==> src/rtl/program_loader_if.sv <==
// program_loader_if: byte-stream input and instruction-memory write port of
// the program loader, plus its control/status lines.
//   master : loader side (takes start_load/rx_*, drives rx_ready, mem_*,
//            busy, run, load_err)
//   slave  : host/memory/fetch side (opposite directions)
interface program_loader_if #(
  parameter int ADDR_W = 8
);
  logic              start_load;
  logic              rx_valid;
  logic [7:0]        rx_data;
  logic              rx_ready;
  logic              mem_we;
  logic [ADDR_W-1:0] mem_addr;
  logic [15:0]       mem_wdata;
  logic              busy;
  logic              run;
  logic              load_err;

  modport master (
    input  start_load, rx_valid, rx_data,
    output rx_ready, mem_we, mem_addr, mem_wdata, busy, run, load_err
  );

  modport slave (
    output start_load, rx_valid, rx_data,
    input  rx_ready, mem_we, mem_addr, mem_wdata, busy, run, load_err
  );
endinterface

==> src/rtl/program_loader.sv <==
// program_loader: receives a little-endian image (LEN_LO, LEN_HI, then N
// words as low/high byte pairs) and writes it into instruction memory, then
// pulses run to start the fetch unit.
// Ports:
//   clk   - rising-edge clock
//   reset - asynchronous active-high reset
//   bus   - program_loader_if.master (start_load, rx_valid/rx_data/rx_ready,
//           mem_we/mem_addr/mem_wdata, busy, run, load_err)
// Optional feature: define LOADER_CHECKSUM_EN to require a trailing XOR
// checksum byte over the data bytes before run is issued.
module program_loader #(
  parameter int ADDR_W = 8,
  parameter int DEPTH  = 256
) (
  input logic               clk,
  input logic               reset,
  program_loader_if.master  bus
);

  localparam int          CW      = ADDR_W + 1;
  localparam logic [15:0] DEPTH16 = 16'(DEPTH);

  typedef enum logic [2:0] {
    S_IDLE,
    S_LEN_LO,
    S_LEN_HI,
    S_DATA_LO,
    S_DATA_HI,
`ifdef LOADER_CHECKSUM_EN
    S_CHK,
`endif
    S_DONE,
    S_ERR
  } state_t;

  state_t            state_q, state_d;
  logic [15:0]       len_q, len_d;
  logic [CW-1:0]     cnt_q, cnt_d;
  logic [7:0]        lo_q, lo_d;
  logic              we_q, we_d;
  logic [ADDR_W-1:0] addr_q, addr_d;
  logic [15:0]       wdata_q, wdata_d;
  logic              pend_q, pend_d;  // DONE entered this cycle; run follows
  logic              run_q, run_d;
`ifdef LOADER_CHECKSUM_EN
  logic [7:0]        csum_q, csum_d;
`endif

  logic        ready;
  logic        accept;
  logic [15:0] len_full;

  always_comb begin
    ready = 1'b0;
    case (state_q)
      S_LEN_LO, S_LEN_HI, S_DATA_LO, S_DATA_HI: ready = 1'b1;
`ifdef LOADER_CHECKSUM_EN
      S_CHK: ready = 1'b1;
`endif
      default: ready = 1'b0;
    endcase
  end

  assign accept = bus.rx_valid && ready;

  always_comb begin
    state_d  = state_q;
    len_d    = len_q;
    cnt_d    = cnt_q;
    lo_d     = lo_q;
    we_d     = 1'b0;
    addr_d   = addr_q;
    wdata_d  = wdata_q;
    run_d    = pend_q;
    len_full = {bus.rx_data, len_q[7:0]};
`ifdef LOADER_CHECKSUM_EN
    csum_d   = csum_q;
`endif
    case (state_q)
      S_IDLE, S_ERR, S_DONE: begin
        // The first DONE cycle (pend_q) still ignores start_load.
        if (bus.start_load && !(state_q == S_DONE && pend_q)) begin
          state_d = S_LEN_LO;
          cnt_d   = '0;
`ifdef LOADER_CHECKSUM_EN
          csum_d  = '0;
`endif
        end
      end
      S_LEN_LO: if (accept) begin
        len_d[7:0] = bus.rx_data;
        state_d    = S_LEN_HI;
      end
      S_LEN_HI: if (accept) begin
        len_d = len_full;
        if (len_full > DEPTH16)
          state_d = S_ERR;
        else if (len_full == '0)
`ifdef LOADER_CHECKSUM_EN
          state_d = S_CHK;
`else
          state_d = S_DONE;
`endif
        else
          state_d = S_DATA_LO;
      end
      S_DATA_LO: if (accept) begin
        lo_d    = bus.rx_data;
`ifdef LOADER_CHECKSUM_EN
        csum_d  = csum_q ^ bus.rx_data;
`endif
        state_d = S_DATA_HI;
      end
      S_DATA_HI: if (accept) begin
        we_d    = 1'b1;
        addr_d  = cnt_q[ADDR_W-1:0];
        wdata_d = {bus.rx_data, lo_q};
        cnt_d   = cnt_q + 1'b1;
`ifdef LOADER_CHECKSUM_EN
        csum_d  = csum_q ^ bus.rx_data;
`endif
        if (16'(cnt_q) + 16'd1 == len_q)
`ifdef LOADER_CHECKSUM_EN
          state_d = S_CHK;
`else
          state_d = S_DONE;
`endif
        else
          state_d = S_DATA_LO;
      end
`ifdef LOADER_CHECKSUM_EN
      S_CHK: if (accept) begin
        state_d = (bus.rx_data == csum_q) ? S_DONE : S_ERR;
      end
`endif
      default: state_d = S_IDLE;
    endcase
    pend_d = (state_d == S_DONE) && (state_q != S_DONE);
  end

  always_ff @(posedge clk or posedge reset) begin
    if (reset) begin
      state_q <= S_IDLE;
      len_q   <= '0;
      cnt_q   <= '0;
      lo_q    <= '0;
      we_q    <= 1'b0;
      addr_q  <= '0;
      wdata_q <= '0;
      pend_q  <= 1'b0;
      run_q   <= 1'b0;
`ifdef LOADER_CHECKSUM_EN
      csum_q  <= '0;
`endif
    end else begin
      state_q <= state_d;
      len_q   <= len_d;
      cnt_q   <= cnt_d;
      lo_q    <= lo_d;
      we_q    <= we_d;
      addr_q  <= addr_d;
      wdata_q <= wdata_d;
      pend_q  <= pend_d;
      run_q   <= run_d;
`ifdef LOADER_CHECKSUM_EN
      csum_q  <= csum_d;
`endif
    end
  end

  assign bus.rx_ready  = ready;
  assign bus.busy      = ready;
  assign bus.mem_we    = we_q;
  assign bus.mem_addr  = addr_q;
  assign bus.mem_wdata = wdata_q;
  assign bus.run       = run_q;
  assign bus.load_err  = (state_q == S_ERR);

endmodule

==> src/flat_wrapper.sv <==
// flat-port wrapper written by rule: the top's interface ports become plain ports
module program_loader_flat 
#(
  parameter int ADDR_W = 8,
  parameter int DEPTH  = 256
)
  (clk, reset, bus_start_load, bus_rx_valid, bus_rx_data, bus_rx_ready, bus_mem_we, bus_mem_addr, bus_mem_wdata, bus_busy, bus_run, bus_load_err);
  program_loader_if #(.ADDR_W(ADDR_W)) bus_i ();
  input logic clk;
  input logic reset;
  input wire logic [$bits(bus_i.start_load)-1:0] bus_start_load;
  input wire logic [$bits(bus_i.rx_valid)-1:0] bus_rx_valid;
  input wire logic [$bits(bus_i.rx_data)-1:0] bus_rx_data;
  output wire logic [$bits(bus_i.rx_ready)-1:0] bus_rx_ready;
  output wire logic [$bits(bus_i.mem_we)-1:0] bus_mem_we;
  output wire logic [$bits(bus_i.mem_addr)-1:0] bus_mem_addr;
  output wire logic [$bits(bus_i.mem_wdata)-1:0] bus_mem_wdata;
  output wire logic [$bits(bus_i.busy)-1:0] bus_busy;
  output wire logic [$bits(bus_i.run)-1:0] bus_run;
  output wire logic [$bits(bus_i.load_err)-1:0] bus_load_err;
  assign bus_i.start_load = bus_start_load;
  assign bus_i.rx_valid = bus_rx_valid;
  assign bus_i.rx_data = bus_rx_data;
  assign bus_rx_ready = bus_i.rx_ready;
  assign bus_mem_we = bus_i.mem_we;
  assign bus_mem_addr = bus_i.mem_addr;
  assign bus_mem_wdata = bus_i.mem_wdata;
  assign bus_busy = bus_i.busy;
  assign bus_run = bus_i.run;
  assign bus_load_err = bus_i.load_err;
  program_loader #(.ADDR_W(ADDR_W), .DEPTH(DEPTH)) u_core (.clk(clk), .reset(reset), .bus(bus_i));
endmodule
==> config.mk <==
export PLATFORM = sky130hd
export DESIGN_NAME = program_loader_flat
export DESIGN_NICKNAME = d
export VERILOG_FILES = /design/src/rtl/program_loader_if.sv /design/src/rtl/program_loader.sv /design/src/flat_wrapper.sv
export SDC_FILE = /design/constraint.sdc
export NUM_CORES = 1
export LEC_CHECK = 0
export CAP_MARGIN = 10
export CORE_MARGIN = 2
export CORE_UTILIZATION = 30
export CTS_BUF_LIST = sky130_fd_sc_hd__clkbuf_4
export DETAILED_ROUTE_END_ITERATION = 6
export SLEW_MARGIN = 40
export SYNTH_ARGS = -nofsm -noshare
export SYNTH_HDL_FRONTEND = slang
export SYNTH_SLANG_ARGS = --single-unit
==> constraint.sdc <==
create_clock -name clk -period 7 [get_ports clk]
set_clock_uncertainty 0.2 [all_clocks]
set_input_delay 1.4 -clock clk [delete_from_list [all_inputs] [get_ports clk]]
set_output_delay 1.4 -clock clk [all_outputs]
set_load 0.03 [all_outputs]
==> flow_summary.json <==
{
  "worstSkewPairLatency_ns": 0.42,
  "cts_tree": "yes",
  "fp.dieW_um": 104,
  "worst_pin_slew_ns": 0.734,
  "finalNetCount": 355,
  "irDropWorstVdd_uv": 193,
  "synth_area_per_cell_um2": 9.86,
  "grt_pass1_vias": 2335,
  "path_clk_slew_ns": 0.11,
  "power.share.combinational_pct": 40.5,
  "antenna_found_initial": 0,
  "start_util_pct": 30.8,
  "cts_resized": 0,
  "required_ns": 5.40,
  "ys_seq_area_share_pct": 52.4,
  "synth_cell_types": 46,
  "fin_hold_ws_ns": 0.208,
  "reg2regPathDepth": 8,
  "yosys.area.top_type_share_pct": 52.4,
  "via_per_inst": 4.78,
  "syn_area_um2": 3010,
  "cts_setup_buffers": 0,
  "drc_errors": 0,
  "switching_power_mw": 0.585,
  "cp_max_fo": 12,
  "p_clk_share_pct": 19.2,
  "power_density_nw_per_um2": 414,
  "crit_path_start_kind": "register",
  "clock.fmax_mhz": 278,
  "path_class": "register to output port",
  "post-route-min-period_ns": 3.59,
  "pwr-share-seq_pct": 40.3,
  "mostFrequentLayoutCells": "nand2_1, dfrtp_1, clkdlybuf4s50_1",
  "finalSetupViolCount": 0,
  "fin_cells": 480,
  "fillers": 1005,
  "cts_max_level": 3,
  "grt_pass1_wl_um": 11200,
  "final_area_um2": 3680,
  "place_congestion": 0.839,
  "fin_tns_setup_ns": 0,
  "worstPathArrival_ns": 1.99,
  "async_reset_ff_share_pct": 100,
  "final_antenna_net_count": 0,
  "port_buffers": 40,
  "hold_depth": 0,
  "p_int_mw": 0.940,
  "antennaDiodeCount": 0,
  "detail_route.wirelength_um": 6580,
  "synth_top_area_cell": "dfrtp_1",
  "rsz0062_at_grt": "false",
  "grt_max_degree": 64,
  "syn_nets": 318,
  "grt_usage_pct": 13.0,
  "row_count": 36,
  "die_y_um": 104,
  "synth_cells": 305,
  "clock-root-buffer": "clkbuf_4",
  "synth-edff-count": 0,
  "first_pass_iters": 4,
  "layout_commonest_cell": "nand2_1",
  "synth_warnings": 0,
  "synthTopCellsByArea": "dfrtp_1, nand2_1, mux2_2",
  "core_um2": 9770,
  "cap_violations": 0,
  "clock-sinks": 63,
  "utilization_pct": 37.6,
  "ys_ff_latch": 63,
  "drive_above_1_share_pct": 14.7,
  "outcome": "complete, no violations",
  "placedInstanceArea_um2": 3510,
  "area_growth_pct": 22.3,
  "netSwitchingFraction_pct": 38.4,
  "gr-total-overflow": 0,
  "hold_viol": 0,
  "cts_hold_buf": 0,
  "dieArea_um2": 10800,
  "vias": 2295,
  "slew_headroom_pct": 50.9,
  "leakagePower_nw": 1.59,
  "cts_buffers": 9,
  "io_pins": 41,
  "dp_cells": 464,
  "crit_path_end_kind": "output port",
  "period_share_pct": 51.3,
  "clockBufferDepth": 2,
  "place_hpwl_um": 4450,
  "drv_slew": 0,
  "routedWlPerCell_um": 13.7,
  "synth_ff_type": "dfrtp_1",
  "first_iter_violations": 148,
  "min_path_type": "register to register"
}
## state kept, by name (all words and copies together) (netlist names)
register / flops
u_core.bus.mem_addr: 8
u_core.bus.mem_wdata: 16
u_core.bus.mem_we: 1
u_core.bus.run: 1
u_core.cnt_q: 9
u_core.len_q: 16
u_core.lo_q: 8
u_core.pend_q: 1
u_core.state_q: 3
## cells in the mapped netlist (3+ instances only)
cell type,count
nand2_1,87
nor2_1,14
o31ai_1,3
and3_1,3
a21oi_1,5
and2_1,3
xnor2_1,9
o21ai_0,15
a31oi_1,3
nand4_1,3
o21ai_1,5
dfrtp_1,63
inv_1,4
mux2_2,23
buf_2,9
clkbuf_1,5
nor4_1,4
nor2b_1,4
nand3_1,5
xor2_1,5
## critical path, stage by stage, from the launching register on
cell,delay (ns)
dfrtp_1,0.51
nor2_1,0.21
xnor2_1,0.16
clkdlybuf4s50_1,0.70
## power groups by stage
stage / combinational, mW / clock [mW] / sequential [mW]
detailed placement: 0.621 / 0 / 0.623
global route: 0.672 / 0.311 / 0.636
CTS: 0.625 / 0.298 / 0.616
finish: 0.617 / 0.293 / 0.615
global placement: 0.613 / 0 / 0.620
floorplan: 0.338 / 0 / 0.695
## metrics by stage
stage / setup WS [ns] / total power, mW
after CTS: 3.39 / 1.54
after floorplan: 3.83 / 1.03
after global routing: 3.30 / 1.62
after detailed placement: 3.31 / 1.24
after global placement: 3.33 / 1.23
final: 3.41 / 1.52
## kinds of logic (layout without fill, tap and decap cells)
| family | after synthesis | after routing | synth area share [%] |
|---|---|---|---|
| simple gates | 137 | 137 | 20.5 |
| flops | 63 | 63 | 52.4 |
| compound gates | 42 | 42 | 9.15 |
| mux | 25 | 25 | 9.28 |
| buf+inv | 22 | 64 | 3.37 |
| xor+xnor | 15 | 15 | 4.87 |
| fa+ha+maj | 1 | 1 | 0.416 |
## final cells by class
cell class                      count  area [um^2]  share of cell area, %
Clock inverter                      7         96.3                   2.62
Timing Repair Buffer               42          419                   11.4
Sequential cell                    63         1580                   42.9
Inverter                            6         22.5                  0.612
Multi-Input combinational cell    220         1330                   36.2
Clock buffer                        9         67.6                   1.84
Tap cell                          133          166                   4.52
## final timing paths
path	start	slack (ns)	to
worst max-delay path	u_core.state_q[1]$_DFF_PP0_	3.41	bus_rx_ready
worst min-delay path	u_core.pend_q$_DFF_PP0_	0.21	u_core.bus.run$_DFF_PP0_
worst max register to register	u_core.state_q[2]$_DFF_PP0_	4.36	u_core.cnt_q[6]$_DFFE_PP0P_
worst min register to register	u_core.pend_q$_DFF_PP0_	0.21	u_core.bus.run$_DFF_PP0_
max in group asynchronous	reset	4.97	u_core.len_q[12]$_DFFE_PP0P_
min in group asynchronous	reset	1.21	u_core.bus.mem_wdata[11]$_DFFE_PP0P_
## layer usage
layer,part of all wire (%),global-route usage [%]
met1,47,16.5
met2,48,20.8
met3,3.7,2.88
met4,2.0,6.47
met5,0,0
(Power assumes the default switching activity.)
